File: src/rtl/q_collect_stage.sv
// q_collect_stage
// Collects single-bit tokens (po, so, f) from the Q-flop pipeline stage into
// WIDTH-bit po/so words plus f statistics. Holds two words: one on the output
// and one being collected. Upstream stalls only when both are occupied.
//
// Ports:
//   clk        clock, all state changes on the rising edge
//   rst        asynchronous reset, active-low
//   start      synchronous frame restart, clears the partial word
//   in_valid   upstream token present
//   in_ready   token accepted when in_valid && in_ready
//   po, so, f  token bits
//   out_valid  output word present
//   out_ready  consumer takes the word when out_valid && out_ready
//   po_word    assembled po bits
//   so_word    assembled so bits
//   f_count    number of beats in the word with f=1
//   f_last     f value of the word's final beat
module q_collect_stage #(
  parameter int WIDTH     = 8,
  parameter bit LSB_FIRST = 1'b1
) (
  input  logic                         clk,
  input  logic                         rst,
  input  logic                         start,
  input  logic                         in_valid,
  output logic                         in_ready,
  input  logic                         po,
  input  logic                         so,
  input  logic                         f,
  output logic                         out_valid,
  input  logic                         out_ready,
  output logic [WIDTH-1:0]             po_word,
  output logic [WIDTH-1:0]             so_word,
  output logic [$clog2(WIDTH+1)-1:0]   f_count,
  output logic                         f_last
);

  localparam int CW = $clog2(WIDTH + 1);
  localparam logic [CW-1:0] LAST_BEAT = CW'(WIDTH - 1);
  localparam logic [CW-1:0] FULL_CNT  = CW'(WIDTH);

  typedef enum logic [1:0] {
    EMPTY,   // no word on the output
    FULL,    // word on the output, collecting the next one
    STALL    // word on the output and a complete word parked in the shifters
  } state_t;

  state_t            state_q;
  logic [CW-1:0]     bit_cnt_q;
  logic [WIDTH-1:0]  po_sh_q;
  logic [WIDTH-1:0]  so_sh_q;
  logic [CW-1:0]     acc_q;
  logic              pend_flast_q;
  logic [WIDTH-1:0]  po_word_q;
  logic [WIDTH-1:0]  so_word_q;
  logic [CW-1:0]     f_count_q;
  logic              f_last_q;
  logic              out_valid_q;

  // Shift-register contents after taking the current beat.
  logic [WIDTH-1:0]  po_sh_d;
  logic [WIDTH-1:0]  so_sh_d;
  logic [CW-1:0]     acc_d;
  logic              accept;
  logic              complete;

  generate
    if (LSB_FIRST) begin : g_lsb_first
      // First beat ends up in bit 0 after WIDTH right shifts.
      assign po_sh_d = {po, po_sh_q[WIDTH-1:1]};
      assign so_sh_d = {so, so_sh_q[WIDTH-1:1]};
    end else begin : g_msb_first
      assign po_sh_d = {po_sh_q[WIDTH-2:0], po};
      assign so_sh_d = {so_sh_q[WIDTH-2:0], so};
    end
  endgenerate

  assign acc_d    = acc_q + {{(CW-1){1'b0}}, f};
  assign in_ready = ~start && (state_q != STALL);
  assign accept   = in_valid && in_ready;
  assign complete = (bit_cnt_q == LAST_BEAT);

  always_ff @(posedge clk or negedge rst) begin
    if (!rst) begin
      state_q      <= EMPTY;
      bit_cnt_q    <= '0;
      po_sh_q      <= '0;
      so_sh_q      <= '0;
      acc_q        <= '0;
      pend_flast_q <= 1'b0;
      po_word_q    <= '0;
      so_word_q    <= '0;
      f_count_q    <= '0;
      f_last_q     <= 1'b0;
      out_valid_q  <= 1'b0;
    end else begin
      case (state_q)
        EMPTY: begin
          if (start) begin
            bit_cnt_q <= '0;
            po_sh_q   <= '0;
            so_sh_q   <= '0;
            acc_q     <= '0;
          end else if (accept) begin
            if (complete) begin
              po_word_q   <= po_sh_d;
              so_word_q   <= so_sh_d;
              f_count_q   <= acc_d;
              f_last_q    <= f;
              out_valid_q <= 1'b1;
              bit_cnt_q   <= '0;
              po_sh_q     <= '0;
              so_sh_q     <= '0;
              acc_q       <= '0;
              state_q     <= FULL;
            end else begin
              po_sh_q   <= po_sh_d;
              so_sh_q   <= so_sh_d;
              acc_q     <= acc_d;
              bit_cnt_q <= bit_cnt_q + CW'(1);
            end
          end
        end

        FULL: begin
          // Consumer takes the word with no replacement ready: drain.
          if (out_ready && !(accept && complete)) begin
            out_valid_q <= 1'b0;
            state_q     <= EMPTY;
          end
          // accept already implies !start here.
          if (start) begin
            bit_cnt_q <= '0;
            po_sh_q   <= '0;
            so_sh_q   <= '0;
            acc_q     <= '0;
          end else if (accept) begin
            if (complete && out_ready) begin
              // Back-to-back: new word replaces the taken one, no bubble.
              po_word_q <= po_sh_d;
              so_word_q <= so_sh_d;
              f_count_q <= acc_d;
              f_last_q  <= f;
              bit_cnt_q <= '0;
              po_sh_q   <= '0;
              so_sh_q   <= '0;
              acc_q     <= '0;
            end else if (complete) begin
              // Output still occupied: park the finished word in the shifters.
              po_sh_q      <= po_sh_d;
              so_sh_q      <= so_sh_d;
              acc_q        <= acc_d;
              pend_flast_q <= f;
              bit_cnt_q    <= FULL_CNT;
              state_q      <= STALL;
            end else begin
              po_sh_q   <= po_sh_d;
              so_sh_q   <= so_sh_d;
              acc_q     <= acc_d;
              bit_cnt_q <= bit_cnt_q + CW'(1);
            end
          end
        end

        STALL: begin
          if (start) begin
            // Parked word is discarded; the output word is left alone.
            bit_cnt_q <= '0;
            po_sh_q   <= '0;
            so_sh_q   <= '0;
            acc_q     <= '0;
            if (out_ready) begin
              out_valid_q <= 1'b0;
              state_q     <= EMPTY;
            end else begin
              state_q <= FULL;
            end
          end else if (out_ready) begin
            po_word_q <= po_sh_q;
            so_word_q <= so_sh_q;
            f_count_q <= acc_q;
            f_last_q  <= pend_flast_q;
            bit_cnt_q <= '0;
            po_sh_q   <= '0;
            so_sh_q   <= '0;
            acc_q     <= '0;
            state_q   <= FULL;
          end
        end

        default: begin
          state_q <= EMPTY;
        end
      endcase
    end
  end

  assign po_word   = po_word_q;
  assign so_word   = so_word_q;
  assign f_count   = f_count_q;
  assign f_last    = f_last_q;
  assign out_valid = out_valid_q;

endmodule

File: config.mk
export PLATFORM = sky130hd
export DESIGN_NAME = q_collect_stage
export DESIGN_NICKNAME = d
export VERILOG_FILES = /design/src/rtl/q_collect_stage.sv
export SDC_FILE = /design/constraint.sdc
export NUM_CORES = 1
export LEC_CHECK = 0
export CAP_MARGIN = 15
export CORE_MARGIN = 2
export CORE_UTILIZATION = 51
export CTS_CLUSTER_DIAMETER = 200
export CTS_CLUSTER_SIZE = 8
export DETAILED_ROUTE_END_ITERATION = 7
export GPL_TIMING_DRIVEN = 0
export PLACE_DENSITY = 0.74
export SLEW_MARGIN = 40
export SYNTH_ARGS = -nofsm -noshare
export SYNTH_HDL_FRONTEND = slang
export SYNTH_SLANG_ARGS = --single-unit
File: constraint.sdc
create_clock -name clk -period 4.9 [get_ports clk]
set_clock_uncertainty 0.1 [all_clocks]
set_input_delay 0.735 -clock clk [delete_from_list [all_inputs] [get_ports clk]]
set_output_delay 0.735 -clock clk [all_outputs]
set_load 0.1 [all_outputs]
==> impl_metrics.tcl <==
set metrics [dict create \
    critical-path-top-delay-family "buffers and inverters" \
    timing.final.hold_violations 0 \
    timing.critical_path.arrival_ps 1950 \
    port_buffers 29 \
    ctsLongestPathBuffers 2 \
    yosys.area_share.xor_xnor_pct 0.694 \
    combinational_power_share_pct 51.5 \
    dominantRegCellSynth "sky130_fd_sc_hd__dfrtp_1" \
    critical_path_required_ps 4070 \
    layout_commonest_cell "sky130_fd_sc_hd__dfrtp_1" \
    cp-end-kind "primary output" \
    insertedDiodeCount 0 \
    cts_root_buf "sky130_fd_sc_hd__clkbuf_8" \
    io_pins 31 \
    total_gr_overflow 0 \
    postCtsHoldBufs 0 \
    grt_util_all_layers_pct 17.6 \
    synth.ff_latch_count 49 \
    cap_violations 0 \
    clk_transition_reported_paths_ps 90 \
    route.detailed.wl_per_inst_um 15.3 \
    postCtsSetupBuffers 0 \
    net_count_reported_at_finish 242 \
    synth-seq-area-share_pct 48.6 \
    placed_area_um2 2800 \
    drt_first_pass_iters 4 \
    use_met2_pct 27.8 \
    total_power_mw 1.68 \
    post_synth_fa_ha_maj_area_fraction_pct 3.87 \
    synth.distinct_cells 48 \
    muxShareOfSynthArea_pct 21.7 \
    max_freq_mhz 359 \
    synth_top_cell_by_area "sky130_fd_sc_hd__dfrtp_1" \
    post_route_cells_drive_above_1_share_pct 37.0 \
    netlist_top_cells_area "sky130_fd_sc_hd__dfrtp_1 (49%), sky130_fd_sc_hd__mux2_4 (12%), sky130_fd_sc_hd__mux2_2 (8.5%)" \
    synth_top_family_by_area "multiplexers" \
    total_switching_power_mw 0.764 \
    final_core_utilization_pct 61.1 \
    mappedNetlistNets 205 \
    cp_num_cells 4 \
    grt_first_pass_wirelength_mm 7.49 \
    gr-usage-met1_pct 24.8 \
    drcViolationCount 0 \
    synthArstFlopShare_pct 100 \
    cell_int_power_mw 0.919 \
    rows 25 \
    htreeDepth 2 \
    post_synth_and_or_nand_nor_area_fraction_pct 7.63 \
    grt_util_met3_pct 3.93 \
    die_height_um 74.4 \
    maxSlewViolCount 0 \
    placer_s_final_routability_congestion_estimate 0.792 \
    final_cell_area_um2 2910 \
    synth.top_cell.area_share_pct 48.6 \
    syn_to_final_growth_pct 15.1 \
    antenna_found_initial 0 \
    most-common-layout-cells "sky130_fd_sc_hd__dfrtp_1 (49), sky130_fd_sc_hd__buf_2 (26), sky130_fd_sc_hd__mux2_4 (20)" \
    totalWireLength_mm 4.49 \
    synth_compound_area_share_pct 13.9 \
    synthesized_instance_count 190 \
    timing.slew.headroom_pct 63.7 \
    initial_core_util_pct 53.1 \
    cts_tree "done" \
    cpMaxStageDelayCell "sky130_fd_sc_hd__buf_2" \
    crit_path_cell_trace "clkdlybuf4s50_1 -> buf_2 -> nor2_1 -> buf_2" \
    synth_enable_flop_cells 0 \
    seqPwrFrac_pct 32.2 \
    first_global_vias 1587 \
    critical_path_s_most_frequent_cell "sky130_fd_sc_hd__buf_2" \
    core_area_um2 4750 \
    switching_share_of_power_pct 45.4 \
    setup_crit_path_kind "in2out" \
    synthesis.yosys.warnings 0 \
    rr_startpoint "state_q[0]" \
    crit_path_max_incr_delay_ps 440 \
    cells_on_worst_reg2reg_path 8 \
    layout_worst_path_cycle_share_pct 56.8 \
    initialDrtViolationCount 67 \
    final_period_minus_worst_setup_slack_ps 2780 \
    vdd_ir_drop_max_uv 476 \
    avgSynthCellArea_um2 13.3 \
    number_of_sinks_on_the_clock_net 49 \
    synth.cell_area_um2 2520 \
    timing.critical_path.buf_inv 3 \
    cts.repair.resized 0 \
    power_leakage_nw 1.46 \
    number_of_buffers_added_by_the_clock_tree_synthesis_step 5 \
    post_drt_via_cell_ratio 5.51 \
    gr-max-usage-layer "met2" \
    critical_path.startpoint_type "primary input" \
    final_antenna_net_count 0 \
    status "completed" \
    rsz0062_at_grt "no" \
    timing.reg2reg.setup_slack_ps 2360 \
    clk-insertion-delay-late_ps 290 \
    setup_viol 0 \
    place.detailed.hpwl_mm 3.14 \
    grt_max_degree 40 \
    worst-path-max-fanout 10 \
    p_clk_share_pct 16.3 \
    vias 1620 \
    worst_pin_slew_ps 544 \
    p_per_area_nw_per_um2 579 \
    r2r_end "so_word[7]" \
    fp.dieW_um 74.4 \
    tns_ps 0 \
    hold_path.class "in2async" \
    dieArea_um2 5530 \
]
[Yosys cell counts (3+ instances only)]
cell type and instances:
sky130_fd_sc_hd__a21o_1 4, sky130_fd_sc_hd__mux2_4 20, sky130_fd_sc_hd__nand2_1 5, sky130_fd_sc_hd__ha_1 7
sky130_fd_sc_hd__buf_6 3, sky130_fd_sc_hd__nor2_1 4, sky130_fd_sc_hd__o21ai_1 4, sky130_fd_sc_hd__mux2_2 19
sky130_fd_sc_hd__inv_1 5, sky130_fd_sc_hd__buf_2 3, sky130_fd_sc_hd__dfrtp_1 49, sky130_fd_sc_hd__clkbuf_1 3
sky130_fd_sc_hd__a22o_1 19
[how the worst max path moves through the flow]
stage / start / end / slack, ps
floorplan: start / f_count[0] / 1120
global placement: start / in_ready / 1410
detailed placement: start / so_word[7] / 1950
CTS: start / in_ready / 2110
global route: start / in_ready / 2060
finish: start / in_ready / 2120
[final cells by class]
type | count | area (um2)
timing repair buffer | 30 | 193
inverter | 5 | 18.8
clock buffer | 5 | 68.8
tap | 67 | 83.8
clock inverter | 2 | 35.0
fill | 407 | 1850
sequential | 49 | 1230
buffer | 11 | 75.1
multi-input combinational | 125 | 1200
[stage by stage]
stage               hold slack (ps)  worst slack, ps  instances
global placement                374             1410        286
detailed placement              384             1950        287
finish                          159             2120        294
global route                    157             2060        294
CTS                             158             2110        294
floorplan                       339             1120        190
[cells by family (layout without fill, tap and decap cells)]
logic type / Yosys count / count (layout)
AO/OA/AOI/OAI: 41 / 41
XOR/XNOR: 2 / 2
adder cells (fa/ha/maj): 8 / 8
buffers and inverters: 16 / 53
flip-flops: 49 / 49
multiplexers: 42 / 42
AND/OR/NAND/NOR: 32 / 32
[metal layers]
layer	wire length, um	part of all wire, %	vias to the layer above
met1	2210	49	807
met4	27	0.60	0
li1	-	-	785
met5	0	0	-
met2	2090	47	26
met3	158	3.5	2
[state kept, by name (all words and copies together) (netlist names)]
register and cells:
acc_q 4, bit_cnt_q 4, f_last 1, f_count 4, so_sh_q 8, so_word 8, pend_flast_q 1, po_sh_q 8
out_valid 1, po_word 8, state_q 2
[power groups by stage]
| stage | logic (mW) | clock network (mW) | registers [mW] |
|---|---|---|---|
| after floorplan | 0.428 | 0 | 0.835 |
| after global placement | 0.896 | 0 | 0.550 |
| after detailed placement | 0.871 | 0 | 0.549 |
| after CTS | 0.874 | 0.284 | 0.542 |
| after global routing | 0.923 | 0.298 | 0.555 |
| final | 0.866 | 0.275 | 0.542 |
(Power assumes the default switching activity.)
